### config.mk
export PLATFORM = sky130hd
export DESIGN_NAME = sisc_ctrl_fsm_flat
export DESIGN_NICKNAME = d
export VERILOG_FILES = /design/src/rtl/sisc_pkg.sv /design/src/rtl/sisc_ctrl_fsm_if.sv /design/src/rtl/sisc_br_eval.sv /design/src/rtl/sisc_ctrl_fsm.sv /design/src/flat_wrapper.sv
export SDC_FILE = /design/constraint.sdc
export NUM_CORES = 1
export LEC_CHECK = 0
export BUFFER_PORTS_ARGS = -buffer_cell sky130_fd_sc_hd__buf_2
export CORE_MARGIN = 5
export CORE_UTILIZATION = 55
export CTS_BUF_LIST = sky130_fd_sc_hd__clkbuf_4
export CTS_CLUSTER_SIZE = 28
export DETAILED_ROUTE_END_ITERATION = 10
export HOLD_SLACK_MARGIN = 0.06
export PLACE_DENSITY = 0.95
export SYNTH_ARGS = -nofsm -noshare
export SYNTH_HDL_FRONTEND = slang
export SYNTH_HIERARCHICAL = 1
export SYNTH_SLANG_ARGS = --single-unit
### constraint.sdc
create_clock -name clk -period 2.6 [get_ports clk]
set_input_delay 0.52 -clock clk [delete_from_list [all_inputs] [get_ports clk]]
set_output_delay 0.52 -clock clk [all_outputs]
set_load 0.005 [all_outputs]
### src/rtl/sisc_pkg.sv
// Shared opcode constants, FSM state encoding and ALU select codes for the SISC controller.
package sisc_pkg;

    localparam logic [3:0] NOOP = 4'd0;
    localparam logic [3:0] LOD  = 4'd1;
    localparam logic [3:0] STR  = 4'd2;
    localparam logic [3:0] BRA  = 4'd4;
    localparam logic [3:0] BRR  = 4'd5;
    localparam logic [3:0] BNE  = 4'd6;
    localparam logic [3:0] ALU  = 4'd8;
    localparam logic [3:0] HLT  = 4'd15;

    localparam logic [3:0] AM_IMM = 4'd8;

    localparam int ALU_OP_REG  = 0;
    localparam int ALU_OP_IMM  = 1;
    localparam int ALU_OP_ADDR = 2;

    typedef enum logic [2:0] {
        START0, START1, FETCH, DECODE, EXECUTE, MEM, WRITEBACK, HALT
    } state_t;

    function automatic logic is_legal(input logic [3:0] op);
        case (op)
            NOOP, LOD, STR, BRA, BRR, BNE, ALU, HLT: return 1'b1;
            default:                                  return 1'b0;
        endcase
    endfunction

endpackage

### src/rtl/sisc_ctrl_fsm_if.sv
// Instruction/status inputs and datapath control outputs of the SISC controller.
interface sisc_ctrl_fsm_if #(
    parameter int ALU_OP_W = 2,
    parameter int CNT_W    = 16
);
    logic [3:0]          opcode;
    logic [3:0]          mm;
    logic [3:0]          stat;
    logic                mem_rdy;
    logic                pc_rst, pc_write, pc_sel, br_sel, ir_load;
    logic                rf_we, wb_sel, rd_sel, dm_we;
    logic [ALU_OP_W-1:0] alu_op;
    logic                halted;
    logic                illegal;
    logic [CNT_W-1:0]    retired;

    modport master (
        output opcode, mm, stat, mem_rdy,
        input  pc_rst, pc_write, pc_sel, br_sel, ir_load,
        input  rf_we, wb_sel, rd_sel, dm_we, alu_op, halted, illegal, retired
    );

    modport slave (
        input  opcode, mm, stat, mem_rdy,
        output pc_rst, pc_write, pc_sel, br_sel, ir_load,
        output rf_we, wb_sel, rd_sel, dm_we, alu_op, halted, illegal, retired
    );
endinterface

### src/rtl/sisc_br_eval.sv
// Branch condition: BRA/BRR taken when any masked status bit is set, BNE when none is.
module sisc_br_eval
    import sisc_pkg::*;
(
    input  logic [3:0] opcode,
    input  logic [3:0] mm,
    input  logic [3:0] stat,
    output logic       taken
);
    always_comb begin
        taken = 1'b0;
        case (opcode)
            BRA, BRR: taken = |(mm & stat);
            BNE:      taken = ~|(mm & stat);
            default:  taken = 1'b0;
        endcase
    end
endmodule

### src/rtl/sisc_ctrl_fsm.sv
// Multi-cycle SISC control FSM: sequences fetch/decode/execute/mem/writeback and counts retirements.
module sisc_ctrl_fsm
    import sisc_pkg::*;
#(
    parameter int ALU_OP_W      = 2,
    parameter int CNT_W         = 16,
    parameter int MEM_HANDSHAKE = 1
) (
    input  logic            clk,
    input  logic            rst_f,
    sisc_ctrl_fsm_if.slave  bus
);
    state_t              state_reg, state_next;
    logic                halted_reg, illegal_reg;
    logic [CNT_W-1:0]    retired_reg;
    logic                taken, is_mem, mem_done;
    logic                pc_rst, pc_write, pc_sel, br_sel, ir_load;
    logic                rf_we, wb_sel, rd_sel, dm_we;
    logic [ALU_OP_W-1:0] alu_op;

    sisc_br_eval u_br_eval (
        .opcode (bus.opcode),
        .mm     (bus.mm),
        .stat   (bus.stat),
        .taken  (taken)
    );

    assign is_mem   = (bus.opcode == LOD) || (bus.opcode == STR);
    // Without the handshake, MEM is always a single cycle.
    assign mem_done = (MEM_HANDSHAKE == 0) || !is_mem || bus.mem_rdy;

    always_ff @(posedge clk or negedge rst_f) begin
        if (!rst_f) begin
            state_reg   <= START0;
            halted_reg  <= 1'b0;
            illegal_reg <= 1'b0;
            retired_reg <= '0;
        end else begin
            state_reg   <= state_next;
            halted_reg  <= (state_next == HALT);
            illegal_reg <= (state_reg == DECODE) && !is_legal(bus.opcode);
            if (state_reg == WRITEBACK && retired_reg != '1)
                retired_reg <= retired_reg + CNT_W'(1);
        end
    end

    always_comb begin
        state_next = state_reg;
        pc_rst     = 1'b0;
        pc_write   = 1'b0;
        pc_sel     = 1'b0;
        br_sel     = 1'b0;
        ir_load    = 1'b0;
        rf_we      = 1'b0;
        wb_sel     = 1'b0;
        rd_sel     = 1'b0;
        dm_we      = 1'b0;
        alu_op     = '0;
        case (state_reg)
            START0: begin
                pc_rst     = 1'b1;
                state_next = START1;
            end
            START1: begin
                pc_rst     = 1'b1;
                state_next = FETCH;
            end
            FETCH: begin
                ir_load    = 1'b1;
                pc_write   = 1'b1;
                state_next = DECODE;
            end
            DECODE: begin
                if (taken) begin
                    pc_write = 1'b1;
                    pc_sel   = 1'b1;
                    br_sel   = (bus.opcode == BRR);
                end
                state_next = (bus.opcode == HLT) ? HALT : EXECUTE;
            end
            EXECUTE: begin
                if (bus.opcode == ALU)
                    alu_op = (bus.mm == AM_IMM) ? ALU_OP_W'(ALU_OP_IMM) : ALU_OP_W'(ALU_OP_REG);
                else if (is_mem)
                    alu_op = ALU_OP_W'(ALU_OP_ADDR);
                rd_sel     = (bus.opcode == STR);
                state_next = MEM;
            end
            MEM: begin
                rd_sel = (bus.opcode == STR);
                if (mem_done) begin
                    dm_we      = (bus.opcode == STR);
                    state_next = WRITEBACK;
                end
            end
            WRITEBACK: begin
                rf_we      = (bus.opcode == ALU) || (bus.opcode == LOD);
                wb_sel     = (bus.opcode == LOD);
                state_next = FETCH;
            end
            HALT:    state_next = HALT;
            default: state_next = START0;
        endcase
    end

    assign bus.pc_rst   = pc_rst;
    assign bus.pc_write = pc_write;
    assign bus.pc_sel   = pc_sel;
    assign bus.br_sel   = br_sel;
    assign bus.ir_load  = ir_load;
    assign bus.rf_we    = rf_we;
    assign bus.wb_sel   = wb_sel;
    assign bus.rd_sel   = rd_sel;
    assign bus.dm_we    = dm_we;
    assign bus.alu_op   = alu_op;
    assign bus.halted   = halted_reg;
    assign bus.illegal  = illegal_reg;
    assign bus.retired  = retired_reg;
endmodule

### src/flat_wrapper.sv
// flat-port wrapper written by rule: the top's interface ports become plain ports
module sisc_ctrl_fsm_flat import sisc_pkg::*;
#(
    parameter int ALU_OP_W      = 2,
    parameter int CNT_W         = 16,
    parameter int MEM_HANDSHAKE = 1
)
  (clk, rst_f, bus_opcode, bus_mm, bus_stat, bus_mem_rdy, bus_pc_rst, bus_pc_write, bus_pc_sel, bus_br_sel, bus_ir_load, bus_rf_we, bus_wb_sel, bus_rd_sel, bus_dm_we, bus_alu_op, bus_halted, bus_illegal, bus_retired);
  sisc_ctrl_fsm_if #(.ALU_OP_W(ALU_OP_W), .CNT_W(CNT_W)) bus_i ();
  input  logic clk;
  input  logic rst_f;
  input wire logic [$bits(bus_i.opcode)-1:0] bus_opcode;
  input wire logic [$bits(bus_i.mm)-1:0] bus_mm;
  input wire logic [$bits(bus_i.stat)-1:0] bus_stat;
  input wire logic [$bits(bus_i.mem_rdy)-1:0] bus_mem_rdy;
  output wire logic [$bits(bus_i.pc_rst)-1:0] bus_pc_rst;
  output wire logic [$bits(bus_i.pc_write)-1:0] bus_pc_write;
  output wire logic [$bits(bus_i.pc_sel)-1:0] bus_pc_sel;
  output wire logic [$bits(bus_i.br_sel)-1:0] bus_br_sel;
  output wire logic [$bits(bus_i.ir_load)-1:0] bus_ir_load;
  output wire logic [$bits(bus_i.rf_we)-1:0] bus_rf_we;
  output wire logic [$bits(bus_i.wb_sel)-1:0] bus_wb_sel;
  output wire logic [$bits(bus_i.rd_sel)-1:0] bus_rd_sel;
  output wire logic [$bits(bus_i.dm_we)-1:0] bus_dm_we;
  output wire logic [$bits(bus_i.alu_op)-1:0] bus_alu_op;
  output wire logic [$bits(bus_i.halted)-1:0] bus_halted;
  output wire logic [$bits(bus_i.illegal)-1:0] bus_illegal;
  output wire logic [$bits(bus_i.retired)-1:0] bus_retired;
  assign bus_i.opcode = bus_opcode;
  assign bus_i.mm = bus_mm;
  assign bus_i.stat = bus_stat;
  assign bus_i.mem_rdy = bus_mem_rdy;
  assign bus_pc_rst = bus_i.pc_rst;
  assign bus_pc_write = bus_i.pc_write;
  assign bus_pc_sel = bus_i.pc_sel;
  assign bus_br_sel = bus_i.br_sel;
  assign bus_ir_load = bus_i.ir_load;
  assign bus_rf_we = bus_i.rf_we;
  assign bus_wb_sel = bus_i.wb_sel;
  assign bus_rd_sel = bus_i.rd_sel;
  assign bus_dm_we = bus_i.dm_we;
  assign bus_alu_op = bus_i.alu_op;
  assign bus_halted = bus_i.halted;
  assign bus_illegal = bus_i.illegal;
  assign bus_retired = bus_i.retired;
  sisc_ctrl_fsm #(.ALU_OP_W(ALU_OP_W), .CNT_W(CNT_W), .MEM_HANDSHAKE(MEM_HANDSHAKE)) u_core (.clk(clk), .rst_f(rst_f), .bus(bus_i));
endmodule
==> metrics.cfg <==
[cells_and_area]
diodes = 0
drive_gt1_share_pct = 33.9
layout.nets = 185
fillCellCount = 180
largest_reg_flops = 16
final_util_pct = 68.6
synthToLayoutAreaGrowth_pct = 20.5
stdcell_count = 196

[logic_synthesis]
syn-num-nets = 142
yosys_most_used_dff = dfrtp_1
synth-simple-area-share_pct = 31.4
ys_async_sr_fraction_pct = 100
yosys_warnings = 6
netlist_area_um2 = 1230
synthCells = 126
synth_seq_area_share_pct = 42.6
synth_edf_count = 0
ys_ff_latch = 21
syn_area_per_cell_um2 = 9.80
synth_cell_types = 37
synth_top_family_by_area = simple AND/OR/NAND/NOR gates
synthMuxAreaShare_pct = 0.912
synth_xor_area_share_pct = 12.1
synth_compound_area_share_pct = 8.51
synth-adder-area-share_pct = 1.01

[drt]
finalWirelength_um = 2910
ant_nets = 0
detailroute.via_count = 1151
routedWlPerCell_um = 14.8
dr.pass1.iters = 4
route.detailed.drc = 0
vias_per_cell = 5.87
drtIter0Drc = 40

[run]
cap_violations = 0

[clock_tree]
cts_tree = done
post_cts_buffers = 0
htreeDepth = 1
cts_buffers = 3
post_cts_resize_count = 0
postCtsHoldBufs = 0
cts.sinks = 21
cts.path.max_buffers = 2
root_buffer = clkbuf_4
cts.clk_slew.worst_paths_ps = 110
clock_latency_ps = 300

[timing]
timing.setup.tns_ps = 0
layout_min_cycle_time_ps = 2340
relSlewSlack_pct = 68.3
fin_ws_ps = 263
fmax_mhz = 428
grt_setup_unrepaired = no
fin_skew_ps = 2.82
tightest_slew_ps = 468
finalHoldViolCount = 0
setup_violations = 0
finalCritPeriodShare_pct = 89.9
timing.hold.ws_ps = 139
drv_slew = 0

[worst_setup_path]
cpMaxStageDelayCell = dfrtp_1
crit_type = reg -> out
slowest_delay_ps = 520
r2r-start = u_core/state_reg[0]$_DFF_PN0_
rr_worst_depth = 3
worst_ep_arrival_time_ps = 1820
cp.required_ps = 2080
start_kind = flip-flop
path_max_fanout = 18
r2r_end = u_core/bus.retired[12]$_DFFE_PN0P_
end_kind = primary output
worstPathCellList = nand3b_2 -> nor4_1 -> buf_2
r2r_slack_ps = 740

[floorplan]
die_width_um = 57.4
initial_core_util_pct = 56.9
die_height_um = 57.4
rows = 17
die_area_um2 = 3290
ioPinCount = 44
core_um2 = 2170

[run_status]
status = completed

[min_path]
hold_class = in -> async

[grt]
grt_max_degree = 22
antenna_found_initial = 0
grt_pass1_wl_um = 4820
overflow = 0
grt_pass1_vias = 1145
gr-usage-all-layers_pct = 18.4

[place]
pre_cts_ws_ps = 344
dp_cells = 192
port_buffers = 43
finalWeightedCongestion = 0.786
dpl.hpwl_um = 2180

[pwr]
p_leak_nw = 0.785
vdd_ir_drop_max_mv = 0.373
p_per_area_nw_per_um2 = 663

cell usage after synthesis (2+ instances only):
| cell | n | area, um^2 |
|---|---|---|
| a21oi_1 | 3 | 15.0 |
| a22oi_2 | 2 | 25.0 |
| a31oi_1 | 2 | 12.5 |
| and2_1 | 2 | 12.5 |
| and3_1 | 2 | 12.5 |
| buf_2 | 2 | 10.0 |
| buf_4 | 2 | 15.0 |
| clkbuf_1 | 2 | 7.51 |
| dfrtp_1 | 21 | 526 |
| inv_1 | 3 | 11.3 |
| nand2_1 | 10 | 37.5 |
| nand2b_1 | 3 | 18.8 |
| nand3_1 | 3 | 15.0 |
| nand4_1 | 7 | 43.8 |
| nor2_1 | 7 | 26.3 |
| nor3_1 | 7 | 35.0 |
| nor4_1 | 7 | 43.8 |
| nor4_2 | 2 | 25.0 |
| nor4b_1 | 4 | 35.0 |
| o21ai_0 | 2 | 10.0 |
| or4b_2 | 2 | 20.0 |
| xor2_1 | 16 | 140 |
where the power goes:
group / switching, W / internal (W) / total (W) / leakage (nW)
Clock: 0.0000993 / 0.0000575 / 0.000157 / 0.0177
Sequential: 0.000103 / 0.000395 / 0.000498 / 0.276
Combinational: 0.000180 / 0.000151 / 0.000332 / 0.492
area by class of cell:
| type | instances | area, um^2 | area share, % |
|---|---|---|---|
| Clock buffer | 3 | 22.5 | 1.51 |
| Clock inverter | 1 | 5.00 | 0.336 |
| Inverter | 3 | 11.3 | 0.757 |
| Multi-Input combinational cell | 96 | 666 | 44.7 |
| Sequential cell | 21 | 526 | 35.3 |
| Tap cell | 28 | 35.0 | 2.35 |
| Timing Repair Buffer | 44 | 223 | 15.0 |
logic make-up (layout without fill, tap and decap cells):
| family | Yosys count | after routing |
|---|---|---|
| AND/OR/NAND/NOR | 63 | 63 |
| flip-flops | 21 | 21 |
| XOR/XNOR | 17 | 17 |
| AO/OA/AOI/OAI | 14 | 14 |
| buffers and inverters | 9 | 51 |
| adder cells (fa/ha/maj) | 1 | 1 |
| multiplexers | 1 | 1 |
worst max-delay path by stage:
stage                  to                          start  slack [ps]  cells past startpoint
2_1_floorplan  bus_br_sel                      bus_mm[2]         530                      6
3_3_place_gp   bus_br_sel                      bus_mm[2]         400                      8
3_5_place_dp   bus_br_sel                      bus_mm[0]         340                      8
6_report        bus_rf_we  u_core/state_reg[0]$_DFF_PN0_         260                      3
4_1_cts         bus_rf_we  u_core/state_reg[0]$_DFF_PN0_         280                      3
5_1_grt         bus_rf_we  u_core/state_reg[0]$_DFF_PN0_         150                      3
routing by layer:
metal  wire length (um)  track usage [%]
met1               1140             20.1
met2               1510             33.2
met3                192             3.17
met4                 65             10.3
met5                  0                0
metrics by stage:
step           total power (W)  instance area, um^2
2_1_floorplan         0.000707                 1230
3_3_place_gp          0.000811                 1460
3_5_place_dp          0.000835                 1460
4_1_cts               0.000995                 1490
5_1_grt                0.00106                 1490
6_report              0.000986                 1490
worst max-delay path, delay by kind of cell (launching register included):
kind | cells | cell delay, ps
simple gates | 2 | 840
flops | 1 | 520
buf+inv | 1 | 160
placed cells by master (no fill, tap or decap), types with 2 or more instances in the layout:
| master | Yosys | routed |
|---|---|---|
| nor4_1 | 7 | 7 |
| nor2_1 | 7 | 7 |
| nand3_1 | 3 | 3 |
| buf_2 | 2 | 43 |
| nand2_1 | 10 | 10 |
| clkbuf_4 | 0 | 3 |
| o21ai_0 | 2 | 2 |
| nand4_1 | 7 | 7 |
| and3_1 | 2 | 2 |
| and2_1 | 2 | 2 |
| a31oi_1 | 2 | 2 |
| nor4b_1 | 4 | 4 |
| dfrtp_1 | 21 | 21 |
| a21oi_1 | 3 | 3 |
| inv_1 | 3 | 3 |
| nor4_2 | 2 | 2 |
| or4b_2 | 2 | 2 |
| nand2b_1 | 3 | 3 |
| nor3_1 | 7 | 7 |
| xor2_1 | 16 | 16 |
| a22oi_2 | 2 | 2 |
Note: power is estimated with default switching activity, not from simulation.
